$ cat config.mk
export PLATFORM = sky130hd
export DESIGN_NAME = rr_mux_reg
export DESIGN_NICKNAME = d
export VERILOG_FILES = /design/src/rtl/rr_mux_reg.sv
export SDC_FILE = /design/constraint.sdc
export NUM_CORES = 1
export LEC_CHECK = 0
export CORE_MARGIN = 2
export CORE_UTILIZATION = 40
export CTS_BUF_LIST = sky130_fd_sc_hd__clkbuf_16
export DETAILED_ROUTE_END_ITERATION = 6
export PLACE_DENSITY = 0.84
export SLEW_MARGIN = 0
export SYNTH_ARGS = -nofsm -noshare
export SYNTH_HDL_FRONTEND = slang
export SYNTH_SLANG_ARGS = --single-unit
$ cat constraint.sdc
create_clock -name clk -period 5.9 [get_ports clk]
set_clock_uncertainty 0.15 [all_clocks]
set_input_delay 1.18 -clock clk [delete_from_list [all_inputs] [get_ports clk]]
set_output_delay 1.18 -clock clk [all_outputs]
set_load 0.01 [all_outputs]
$ cat src/rtl/rr_mux_reg.sv
// N-channel valid/ready multiplexer with a registered output stage.
// Fixed-select or round-robin arbitration chooses the channel.
module rr_mux_reg #(
  parameter int unsigned WIDTH = 8,
  parameter int unsigned N = 4,
  localparam int unsigned SW = (N > 1) ? $clog2(N) : 1
) (
  input  logic               clk,
  input  logic               reset,
  input  logic               mode,
  input  logic [SW-1:0]      sel,
  input  logic [N*WIDTH-1:0] in_data,
  input  logic [N-1:0]       in_valid,
  output logic [N-1:0]       in_ready,
  output logic [WIDTH-1:0]   out_data,
  output logic               out_valid,
  input  logic               out_ready,
  output logic [SW-1:0]      out_sel
);

  logic [SW-1:0]    ptr;
  logic             load_en;
  logic             found;
  logic [SW-1:0]    gidx;
  logic             hi_found;
  logic [SW-1:0]    hi_idx;
  logic             lo_found;
  logic [SW-1:0]    lo_idx;
  logic [WIDTH-1:0] gdata;

  // Grant decision: lowest valid channel above ptr, else lowest valid overall.
  always_comb begin
    load_en  = !out_valid || out_ready;
    found    = 1'b0;
    gidx     = '0;
    hi_found = 1'b0;
    hi_idx   = '0;
    lo_found = 1'b0;
    lo_idx   = '0;
    for (int i = int'(N) - 1; i >= 0; i--) begin
      if (((in_valid >> i) & N'(1)) != '0) begin
        lo_found = 1'b1;
        lo_idx   = SW'(i);
        if (i > int'(ptr)) begin
          hi_found = 1'b1;
          hi_idx   = SW'(i);
        end
      end
    end
    if (!reset && load_en) begin
      if (!mode) begin
        found = (int'(sel) < int'(N)) && (((in_valid >> sel) & N'(1)) != '0);
        gidx  = sel;
      end else begin
        found = lo_found;
        gidx  = hi_found ? hi_idx : lo_idx;
      end
    end
  end

  assign in_ready = N'(found) << gidx;
  assign gdata    = WIDTH'(in_data >> (32'(gidx) * WIDTH));

  // Output register and round-robin pointer.
  always_ff @(posedge clk or posedge reset) begin
    if (reset) begin
      out_valid <= 1'b0;
      out_data  <= '0;
      out_sel   <= '0;
      ptr       <= SW'(N - 1);
    end else if (found) begin
      out_valid <= 1'b1;
      out_data  <= gdata;
      out_sel   <= gidx;
      if (mode) begin
        ptr <= gidx;
      end
    end else if (out_ready) begin
      out_valid <= 1'b0;
    end
  end

endmodule

Yosys cells after proc, flatten, opt, wreduce, memory -nomap -nowiden
Index checks and enable logic that the tools add are counted.
- flip-flop bits (word level): 13
- latch bits: 0
- RAM bits: 0
- bits in read-only memories: 0
- memories: 0
- add/subtract/negate cells: 0
- multipliers: 0
- divide/modulo/power cells: 0
- $lt $le $gt $ge: 3
- eq/ne operators: 0
- shift operators: 3
- muxes and demuxes: 27
- bitwise logic cells: 0
- reduce and logical (&&, ||, !) cells: 6
- operators by type and width (operator ; number):
    $shr 32x5->8 ; 1
    $mux 2 ; 13
    $mux 1 ; 14
    $gt 2x2->1 const A ; 2
    $shl 1x2->4 ; 1
    $shr 4x2->1 ; 1
    $gt 1x2->1 const A ; 1
    $logic_not 1->1 ; 2
    $reduce_and 2->1 ; 1
    $reduce_bool 2->1 ; 1
    $logic_and 1x1->1 ; 1
    $logic_or 1x1->1 ; 1

Depth between registers and ports, before layout
- depth after elaboration: 11
- depth in mapped cells: 7
- mapped depth without buffers: 6

Least setup slack after synthesis
OpenSTA, ideal clock, no wires.
- path kind: in2out
- start point: in in_valid[2]
- end point: out in_ready[0]
- arrival time: 2350 ps
- slack: 2220 ps
- cell stages on the path: 7
- path buffers: 1
- cell sequence: or2b_1 > a21boi_0 > o221ai_1 > o211ai_2 > buf_6 > nand2_1 > nor3_1
- longest elaborated chain between the ends: 7
- RTL lines (element ; RTL line ; source):
    from (decl) ; 13 ; input logic [N-1:0] in_valid,
    $mux 2 / $mux 1 (equally long branches) ; 41 ; if (((in_valid >> i) & N'(1)) != '0) begin
    $mux 2, or another cell as far along ; 41 ;
    $mux 2 / $mux 1 (equally long branches) ; 41 ;
    $mux 2 ; 56 ; gidx = hi_found ? hi_idx : lo_idx;
    $mux 2 ; 51 ; if (!mode) begin
    $mux 2 ; 50 ; if (!reset && load_en) begin
    $shl 1x2->4 (*) ; 61 ; assign in_ready = N'(found) << gidx;
    to (decl) ; 14 ; output logic [N-1:0] in_ready,
Mark *: on every way between the ends. The rest lies on a longest branch, timed or not.

Final worst setup path
Ends and elaborated chain as after synthesis.

==> results list <==
- The min-delay analysis places its worst path in the category reg -> reg.
- The netlist uses 30 different library cells.
- Endpoint kind of the worst setup timing path: primary output
- Static power due to leakage: 0.700 nW
- The synthesized netlist occupies a cell area of 977 sq um.
- Total number of placement rows: 17
- Most prevalent standard cell on the critical path: clkdlybuf4s50_1
* Slew at the pin closest to its max-slew limit: 721 ps
- Final Instance Count excl. Fillers: 178
- Sorting the synthesized cells by how often they occur yields mux2i_1 (16), nand2_1 (16), dfrtp_1 (11).
- Unrepaired setup endpoints after global routing: no
* Global placement routability congestion: 0.755
- Worst-path fanout max: 12
- After synthesis the netlist holds a flip-flop and latch count of 13.
* Register area share after synthesis: 33.5%
- Hold is met by 332 ps.
- Overall Global Routing Usage: 19.5%
- Total power for the finished layout comes to 414 uW.
* Cell-by-cell listing of the critical path: clkdlybuf4s50_1 -> or2b_1 -> a21boi_0 -> o221ai_1 -> o211ai_2 -> nand2_1 -> nor3_1 -> clkdlybuf4s50_1
- The worst setup path is launched from an input pin.
- Core box area: 2250 sq um
- Pins Over Slew Limit: 0
- The Yosys step of the flow raised 0 warnings.
- TritonCTS buffer count: 3
- Once the clock tree was built, the resizer swapped 0 gates to a different size.
* Maximum buffer depth of the clock tree: 2
* Critical path buffers and inverters: 2
* Number of nets still failing antenna checks after routing: 0
- Antenna Cells: 0
- Data on the critical path is required at its endpoint by 4570 ps.
- Clock slew at the register clock pins of the worst setup and hold paths: 50 ps
- In the global route stage, met2 resource usage came out at 32.1%.
* Clock Latency Late Sink: 240 ps
* Max Clock Freq: 208 MHz
- For this design, the slowest cell found on the critical path is clkdlybuf4s50_1.
- Clock period minus final worst setup slack: 4810 ps
* CTS H-tree lvls: 1
- Accumulated negative setup slack: 0 ps
- Global routing consumed, on the met3 layer, 4.52% of the routing resources.
* Average wire per cell in the routed design: 14.2 um
- Detailed placement ended at an HPWL of 1950 um.
- Via count of the first global-routing pass: 909
- Detailed routing inserted a total of 942 vias.
* Number of placed I/O pins: 57
* Die extent in x: 53.4 um
- At the worst endpoint, the arrival time is 3480 ps.
- The first global-routing pass estimated 3990 um of wire.
* Fraction of final layout cells sized beyond drive strength 1: 14.7%
- Ranked by total cell area, the synthesized netlist is headed by dfrtp_1 (28%), mux2i_1 (16%), o221ai_2 (12%).
* Global route total overflow: 0
- The clock net in this run drives a total of 13 sinks.
* Library cell occupying the most area in the post-synthesis netlist: dfrtp_1
- For this run, the slowest stage of the critical path takes 560 ps.
- Worst VDD drop: 0.165 mV
- Top-area cell type share of the netlist area: 28.2%
- Hold buffer count at cts: 0
- The run finished with clean final reports.
* Final-report setup violation count: 0
- Via density per instance: 5.29
- When the netlist entered floorplanning its net count stood at 137.
- Total DRC errors in the routed layout: 0
* Setup slack of the most critical reg-to-reg path: 3630 ps
* Die Footprint: 2850 sq um
- The critical path is of the in -> out type.
- Number of maximum-capacitance constraint violations: 0
- GR Layer Usage met1: 24.4%
- TritonCTS built the clock tree.
* Main flop type after synthesis: dfrtp_1
- Post-synthesis async set-or-reset flop share: 100%
- Counting tap cells, the placed design contains a total of 174 instances.
- EDFF count, synth: 0
- The number of hold violations in the final report came to 0.
- In the synthesized netlist, the number of instances is 95.
- After global routing, the most crowded layer is met2.
* Mean instance size in the synthesized netlist: 10.3 sq um
- The detailed router finished its first iteration with 4 violations.
- Measured against its own limit, the worst slew margin works out to 51.8%.
- Initial antenna violation count: 0
* Nets@finish: 193
* Setup Fix Bufs, Post-CTS: 0
- In the finished design, the share of the clock period the worst path needs comes to 81.6%.
* Cell class contributing the biggest share of worst-path delay: buffers and inverters
* Vert. Die Dim: 53.4 um
- Number of input and output port buffers inserted: 56
- Clk root buf: clkbuf_16
* Power per unit of standard cell area: 259 nW/um^2
* Pin count of the biggest net entering global routing: 17
- First-pass iteration count of the detailed router: 4
- The routed design has 2520 um of wire.
* Effective utilization at floorplan: 43.3%
- P&R area growth vs syn: 63.6%
## logic make-up after synthesis
| group | count (synthesis) | synth area share [%] |
|---|---|---|
| mux | 17 | 18.7 |
| flops | 13 | 33.5 |
| compound gates | 24 | 25.1 |
| simple gates | 30 | 14.5 |
| buf+inv | 11 | 8.19 |
## path summary, 6_finish.rpt
check	depth (start not counted)	startpoint	end
worst max register to register	7	ptr[1]	out_data[5]
worst max-delay path	8	in_valid[2]	in_ready[0]
worst min register to register	2	out_sel[0]	out_sel[0]
worst min-delay path	2	out_sel[0]	out_sel[0]
max in group asynchronous	2	reset	ptr[1]
min in group asynchronous	2	reset	out_valid
## layout by cell type, fill, tap and decap left out, drive strengths merged
cell | synthesis | final
nand2 | 16 | 16
o22ai | 1 | 1
mux2i | 16 | 16
a211oi | 1 | 1
nor3b | 1 | 1
inv | 5 | 5
o211ai | 1 | 1
dfrtp | 11 | 11
nand2b | 2 | 2
or2 | 1 | 1
dfstp | 2 | 2
o221ai | 9 | 9
clkinv | 0 | 1
nor2 | 3 | 3
or2b | 2 | 2
a221oi | 1 | 1
nor4 | 1 | 1
a22o | 1 | 1
a21oi | 2 | 2
mux4 | 1 | 1
a21boi | 1 | 1
nor3 | 2 | 2
clkdlybuf4s50 | 0 | 56
o21ai | 7 | 7
buf | 6 | 1
nor2b | 2 | 2
clkbuf | 0 | 3
## layer usage
metal / up-vias / wire, um / part of all wire (%)
met5: - / 0 / 0
met4: 0 / 26 / 1.0
met3: 4 / 197 / 7.8
met2: 45 / 1140 / 45
met1: 433 / 1160 / 46
li1: 460 / - / -
## metrics by stage
step	utilization [%]	worst slack [ps]	area (sq um)
final	70.9	1090	1600
after global routing	70.9	923	1600
after CTS	70.9	1080	1600
after detailed placement	67.4	1100	1520
after global placement	67.4	1140	1520
after floorplan	-	2220	977
## area by class of cell
type / count / area, sq um
Sequential cell: 13 / 328
Timing Repair Buffer: 57 / 568
Tap cell: 28 / 35.0
Fill cell: 187 / 656
Clock buffer: 3 / 75.1
Clock inverter: 1 / 5.00
Multi-Input combinational cell: 71 / 569
Inverter: 5 / 18.8
## worst register-to-register path, delay by kind of cell (launching register included)
family	cells	cell delay (ps)
flip-flops	1	580
AO/OA/AOI/OAI	4	730
multiplexers	1	260
AND/OR/NAND/NOR	1	70
buffers and inverters	1	330
## flip-flops by register name, indices dropped and copies added, names as in the netlist
register / count
out_data: 8
out_sel: 2
out_valid: 1
ptr: 2
## where the power goes
part           total (mW)  internal, mW  switching, mW
Combinational       0.156        0.0907         0.0653
Clock               0.130        0.0903         0.0399
Sequential          0.128         0.112         0.0152
Power figures use the tool's default switching activity.
